===== src/rtl/dmem_arbiter.sv =====
// Two-port data-memory arbiter. Port 0 has fixed priority, and port 1 reads return two cycles after acceptance.
// Optional starvation guard for port 1: define DMEM_ARB_STARVE_EN.
module dmem_arbiter #(
  parameter int ADDR_W     = 12,
  parameter int DATA_W     = 32,
  parameter int STARVE_MAX = 8
) (
  input  logic              clock,
  input  logic              reset,
  input  logic              req0,
  input  logic              req1,
  input  logic              wren0,
  input  logic              wren1,
  input  logic [ADDR_W-1:0] addr0,
  input  logic [ADDR_W-1:0] addr1,
  input  logic [DATA_W-1:0] wdata0,
  input  logic [DATA_W-1:0] wdata1,
  output logic              gnt0,
  output logic              gnt1,
  output logic              rvalid0,
  output logic              rvalid1,
  output logic [DATA_W-1:0] rdata0,
  output logic [DATA_W-1:0] rdata1,
  output logic [ADDR_W-1:0] address_dmem,
  output logic [DATA_W-1:0] data,
  output logic              wren,
  input  logic [DATA_W-1:0] q_dmem
);

  if (STARVE_MAX < 1) begin : g_bad_starve_max
    $error("STARVE_MAX must be at least 1");
  end

  logic w_force1;
  logic w_acc;
  logic r_p1_rd;
  logic r_p1_port;

`ifdef DMEM_ARB_STARVE_EN
  localparam int CNT_W = $clog2(STARVE_MAX + 1);
  localparam logic [CNT_W-1:0] CNT_MAX = CNT_W'(STARVE_MAX);
  localparam logic [CNT_W-1:0] CNT_ONE = CNT_W'(1);

  logic [CNT_W-1:0] r_starve_cnt;

  // Counts consecutive denied cycles of port 1; saturates so the force stays asserted until granted
  always_ff @(posedge clock or posedge reset) begin
    if (reset) begin
      r_starve_cnt <= '0;
    end else if (!req1 || gnt1) begin
      r_starve_cnt <= '0;
    end else if (r_starve_cnt != CNT_MAX) begin
      r_starve_cnt <= r_starve_cnt + CNT_ONE;
    end else begin
      r_starve_cnt <= r_starve_cnt;
    end
  end

  assign w_force1 = req1 && (r_starve_cnt == CNT_MAX);
`else
  assign w_force1 = 1'b0;
`endif

  always_comb begin
    gnt0 = 1'b0;
    gnt1 = 1'b0;
    if (reset) begin
      gnt0 = 1'b0;
      gnt1 = 1'b0;
    end else if (w_force1) begin
      gnt1 = 1'b1;
    end else if (req0) begin
      gnt0 = 1'b1;
    end else if (req1) begin
      gnt1 = 1'b1;
    end else begin
      gnt0 = 1'b0;
      gnt1 = 1'b0;
    end
  end

  assign w_acc = gnt0 | gnt1;

  // Memory drive stage; address/data hold when idle so only wren drops
  always_ff @(posedge clock or posedge reset) begin
    if (reset) begin
      address_dmem <= '0;
      data         <= '0;
      wren         <= 1'b0;
      r_p1_rd      <= 1'b0;
      r_p1_port    <= 1'b0;
    end else if (w_acc) begin
      address_dmem <= gnt1 ? addr1 : addr0;
      data         <= gnt1 ? wdata1 : wdata0;
      wren         <= gnt1 ? wren1 : wren0;
      r_p1_rd      <= gnt1 ? !wren1 : !wren0;
      r_p1_port    <= gnt1;
    end else begin
      address_dmem <= address_dmem;
      data         <= data;
      wren         <= 1'b0;
      r_p1_rd      <= 1'b0;
      r_p1_port    <= r_p1_port;
    end
  end

  // Read-return stage: q_dmem answers the address driven in the previous cycle
  always_ff @(posedge clock or posedge reset) begin
    if (reset) begin
      rvalid0 <= 1'b0;
      rvalid1 <= 1'b0;
      rdata0  <= '0;
      rdata1  <= '0;
    end else begin
      rvalid0 <= r_p1_rd && !r_p1_port;
      rvalid1 <= r_p1_rd && r_p1_port;
      rdata0  <= (r_p1_rd && !r_p1_port) ? q_dmem : rdata0;
      rdata1  <= (r_p1_rd && r_p1_port) ? q_dmem : rdata1;
    end
  end

endmodule


===== config.mk =====
export PLATFORM = sky130hd
export DESIGN_NAME = dmem_arbiter
export DESIGN_NICKNAME = d
export VERILOG_FILES = /design/src/rtl/dmem_arbiter.sv
export SDC_FILE = /design/constraint.sdc
export NUM_CORES = 1
export LEC_CHECK = 0
export BUFFER_PORTS_ARGS = -buffer_cell sky130_fd_sc_hd__buf_2
export CORE_MARGIN = 1
export CORE_UTILIZATION = 51
export CTS_CLUSTER_DIAMETER = 50
export DETAILED_ROUTE_END_ITERATION = 10
export PLACE_DENSITY = 0.85
export REMOVE_ABC_BUFFERS = 1
export SLEW_MARGIN = 20
export SYNTH_ARGS = -nofsm -noshare
export SYNTH_HDL_FRONTEND = slang
export SYNTH_SLANG_ARGS = --single-unit
export TNS_END_PERCENT = 20

===== constraint.sdc =====
create_clock -name clock -period 11.05 [get_ports clock]
set_clock_uncertainty 0.05 [all_clocks]
set_input_delay 1.6575 -clock clock [delete_from_list [all_inputs] [get_ports clock]]
set_output_delay 1.6575 -clock clock [all_outputs]
set_load 0.1 [all_outputs]

Word-level counts from Yosys, hierarchy flattened
Cells that the tools add are included.
W data, S select, Z words.

word-level totals
  flip-flop bits (word level) = 113
  output and inout port bits = 113
  input port bits = 126
  logic and storage cells = 26

operators by class
  multiplexer cells = 11
  reductions and logical operators = 5
  bitwise operators = 1

operators by type and width
  kind                 number
  $mux W32             1
  $mux W12             1
  $mux W1              9
  $logic_not A1 Y1     3
  $logic_and A1 B1 Y1  2
  $or A1 B1 Y1         1

Longest topological paths before layout
  depth in word-level cells = 5
  depth in mapped cells = 4
  gate-level depth less buffers = 2

Worst setup path before layout
Ideal clock, no wire load.

  kind = in2out
  start = input reset
  end = output gnt1
  data required time = 9.343 ns
  stages = 4
  data arrival time = 3.369 ns
  slack = 5.974 ns
  cell sequence = buf_2 -> buf_2 -> nand2b_1 -> nor2_1

between the ends
  longest elaborated chain between the ends = 1

RTL lines
  element          RTL line  source
  start, declared  9         input logic reset,
  $mux W1          67        if (reset) begin
  end, declared    19        output logic gnt1,

No other way between the ends.

Worst setup path in the final report
  start = input req0
  end = output gnt0

between the ends
  longest elaborated chain between the ends = 2

RTL lines
  element          RTL line  source
  start, declared  10        input logic req0,
  $mux W1          72        end else if (req0) begin
  $mux W1          67
  end, declared    18        output logic gnt0,

No other way between the ends.

==> tab_implementation.tex <==
\begin{tabular}{lr}
\hline
Metric & Value \\
\hline
\multicolumn{2}{l}{\textbf{Final layout}} \\
Share of post-route cells with drive strength above 1 & 53.26\% \\
Signed area change from the synthesized netlist to the final layout & 33.80\% \\
Count of filler cells inserted in the layout & 669 \\
Non-Filler Instances & 778 \\
Final standard cell utilization of the core & 70.75\% \\
\# nets final & 757 \\
\multicolumn{2}{l}{\textbf{Clock network}} \\
Clock Pin Slew Worst Setup and Hold Paths & 0.06 ns \\
Clock net sink count & 113 \\
Clock buffers created by TritonCTS & 17 \\
Worst-Skew Late Latency & 0.50 ns \\
Root cell of the clock tree & sky130\_fd\_sc\_hd\_\_clkbuf\_8 \\
Clock tree from TritonCTS & done \\
Number of buffers between clock root and the deepest sink & 2 \\
Number of H-tree levels & 4 \\
Number of buffers inserted by hold repair at cts & 0 \\
Post CTS Setup Buffer Count & 0 \\
Post-cts sizing count & 0 \\
\multicolumn{2}{l}{\textbf{Floorplan}} \\
Die Ht & 103.1 um \\
Die Area & 0.01064 mm\^{}2 \\
Starting density of the core & 52.88\% \\
Cell Rows & 36 \\
Number of ports placed on the die boundary & 239 \\
DIE WIDTH & 103.1 um \\
Core Box Area & 0.009864 mm\^{}2 \\
\multicolumn{2}{l}{\textbf{Outcome}} \\
Result of the run & completed \\
\multicolumn{2}{l}{\textbf{Synthesis}} \\
Number of cells produced by synthesis & 405 \\
Avg Inst Size Synth & 12.88 um\^{}2 \\
Unique cell type count in the Yosys netlist & 24 \\
Ys Warns & 0 \\
Total standard cell area after synthesis & 0.005216 mm\^{}2 \\
Total of flip-flops plus latches after synthesis & 113 \\
Sequential fraction of the synthesis area & 54.21\% \\
\multicolumn{2}{l}{\textbf{STA}} \\
Count of final max-slew check failures & 0 \\
Aggregate negative setup slack & 0 ns \\
Timing-limited maximum frequency & 204.7 MHz \\
Fraction of the cycle the final worst path needs & 44.21\% \\
Setup repair after global routing missed its margin & no \\
Final-report hold violation count & 0 \\
Max-slew headroom at the worst pin & 28.25\% \\
Worst-margin pin slew & 1.073 ns \\
Worst Hold Slack & 0.4498 ns \\
Post-layout minimum cycle time & 4.886 ns \\
Final setup vio count & 0 \\
\multicolumn{2}{l}{\textbf{Power and ir drop}} \\
Total power divided by cell area & 295.1 mW/mm\^{}2 \\
Power after layout & 2.060 mW \\
Static Leakage & 3.403 nW \\
Max IR drop VDD & 0.0001832 V \\
\multicolumn{2}{l}{\textbf{Routing}} \\
Routed wire per std cell & 17.34 um \\
Detailed Routing Iterations Pass 1 & 4 \\
Average vias per placed instance & 5.312 \\
Number of DRC markers in iteration 0 & 154 \\
DRC violation count after routing & 0 \\
Sum of routed wire length over all layers & 13,490 um \\
Routed via count & 4,133 \\
Count of antenna-violating nets left after detailed routing & 0 \\
\multicolumn{2}{l}{\textbf{Placement}} \\
Detailed placement HPWL & 9018 um \\
DP Cell Count & 745 \\
Weighted congestion reported at the end of routability-driven placement & 0.7600 \\
Port Buffers & 238 \\
\multicolumn{2}{l}{\textbf{Global route}} \\
Pin count of the biggest net entering global routing & 94 \\
Number of antenna violations at the first check in global routing & 1 \\
Sum of overflow across all layers after global routing & 0 \\
Total global routing track utilization & 25.29\% \\
Via count of the first global-routing pass & 4,099 \\
First-pass GRT wire length & 20,180 um \\
\multicolumn{2}{l}{\textbf{Min path}} \\
Path category of the worst min-delay check & reg2reg \\
\multicolumn{2}{l}{\textbf{Critical path}} \\
Crit Path Max Fanout & 93 \\
CP Capture Type & primary output \\
Type of the setup path with the least slack & in2out \\
Crit path DAT & 3.18 ns \\
Startpoint class of the critical path & input pin \\
Data required time of the worst path & 9.34 ns \\
\multicolumn{2}{l}{\textbf{Flow run}} \\
Max-cap check violation count & 0 \\
\hline
\end{tabular}
cell usage in the layout, fill, tap and decap left out, types with 2 or more instances in the layout:
cell type,instances
sky130_fd_sc_hd__clkbuf_8,2
sky130_fd_sc_hd__inv_1,48
sky130_fd_sc_hd__nand2b_1,2
sky130_fd_sc_hd__dfrtp_1,113
sky130_fd_sc_hd__bufinv_16,3
sky130_fd_sc_hd__mux2_4,29
sky130_fd_sc_hd__a221oi_1,2
sky130_fd_sc_hd__clkinv_4,6
sky130_fd_sc_hd__a211oi_1,42
sky130_fd_sc_hd__clkinvlp_4,2
sky130_fd_sc_hd__buf_4,5
sky130_fd_sc_hd__buf_2,238
sky130_fd_sc_hd__nor3b_1,42
sky130_fd_sc_hd__mux2_2,35
sky130_fd_sc_hd__a21oi_1,3
sky130_fd_sc_hd__clkbuf_16,16
sky130_fd_sc_hd__nor4b_1,44
sky130_fd_sc_hd__inv_6,2
final cells by class:
| cell class | instances | area, um^2 | area share [%] |
|---|---|---|---|
| diodes | 1 | 2.502 | 0.03586 |
| clock buffers | 18 | 427.9 | 6.131 |
| clock inverters | 14 | 180.2 | 2.582 |
| inverters | 49 | 186.4 | 2.671 |
| multi-input cells | 207 | 1959 | 28.07 |
| flip-flops and latches | 113 | 2828 | 40.52 |
| well taps | 133 | 166.4 | 2.384 |
| repair buffers | 243 | 1229 | 17.60 |
path summary, 6_finish.rpt:
check	start	to	slack, ns	cells past startpoint
setup reg to reg	r_p1_port	rdata1[1]	9.41	2
min in group asynchronous	reset	address_dmem[1]	1.77	3
hold / removal	rdata1[9]	rdata1[9]	0.45	1
setup / recovery	req0	gnt0	6.16	4
hold reg to reg	rdata1[9]	rdata1[9]	0.45	1
max in group asynchronous	reset	r_p1_port	7.98	4
power breakdown:
group	internal [mW]	switching (mW)
clock network	0.352	0.198
logic	0.165	0.787
registers	0.504	0.0530
total	1.02	1.04
cell usage after synthesis:
master                     instances  area share, %
sky130_fd_sc_hd__a221oi_1          2           0.34
sky130_fd_sc_hd__a211oi_1         42            6.0
sky130_fd_sc_hd__nand3b_1          1           0.14
sky130_fd_sc_hd__mux2_2           35            7.6
sky130_fd_sc_hd__buf_4             3           0.43
sky130_fd_sc_hd__mux2_4           29            8.3
sky130_fd_sc_hd__buf_12            3            1.2
sky130_fd_sc_hd__dfrtp_1         113             54
sky130_fd_sc_hd__nand2_2           1           0.12
sky130_fd_sc_hd__clkbuf_1          5           0.36
sky130_fd_sc_hd__nor2b_1           1           0.12
sky130_fd_sc_hd__nor2b_2           1           0.17
sky130_fd_sc_hd__o21bai_2          1           0.22
sky130_fd_sc_hd__buf_2            17            1.6
sky130_fd_sc_hd__nor3b_1          42            6.0
sky130_fd_sc_hd__inv_1            49            3.5
sky130_fd_sc_hd__buf_6             5            1.1
sky130_fd_sc_hd__or3b_1            1           0.17
sky130_fd_sc_hd__nor4b_1          44            7.4
sky130_fd_sc_hd__nor2_1            1          0.072
sky130_fd_sc_hd__nand2b_1          2           0.24
sky130_fd_sc_hd__nand2_1           1          0.072
sky130_fd_sc_hd__a21oi_1           3           0.29
sky130_fd_sc_hd__clkbuf_2          3           0.29
registers in the layout, summed over array words and instances (netlist names):
| register | cells |
|---|---|
| wren | 1 |
| rvalid1 | 1 |
| rvalid0 | 1 |
| r_p1_port | 1 |
| r_p1_rd | 1 |
| rdata0 | 32 |
| rdata1 | 32 |
| address_dmem | 12 |
| data | 32 |
through the flow:
stage	setup WS (ns)	area (um^2)
6_report	6.164	6979
2_1_floorplan	6.255	4959
4_1_cts	6.173	6977
3_3_place_gp	6.236	6369
5_1_grt	6.061	6979
3_5_place_dp	6.180	6369
logic make-up after synthesis:
family | synth area share (%)
muxes | 15.90
and+or+nand+nor | 14.54
AOI/OAI and AO/OA | 6.884
DFF | 54.21
buffers and inverters | 8.467
per-layer routing:
layer | routed length [um] | part of all wire, % | track usage [%] | up-vias
met5 | 0 | 0 | 0 | -
met3 | 1121 | 8.3 | 7.864 | 24
met1 | 5456 | 40 | 30.02 | 2008
li1 | - | - | - | 1903
met4 | 239 | 1.8 | 9.967 | 0
met2 | 6677 | 49 | 42.92 | 198
critical path: stages:
cell and delay, ns:
sky130_fd_sc_hd__buf_2 0.07, sky130_fd_sc_hd__buf_4 0.62, sky130_fd_sc_hd__nor2b_1 0.34, sky130_fd_sc_hd__buf_2 0.48
Note: power is estimated with default switching activity, not from simulation.
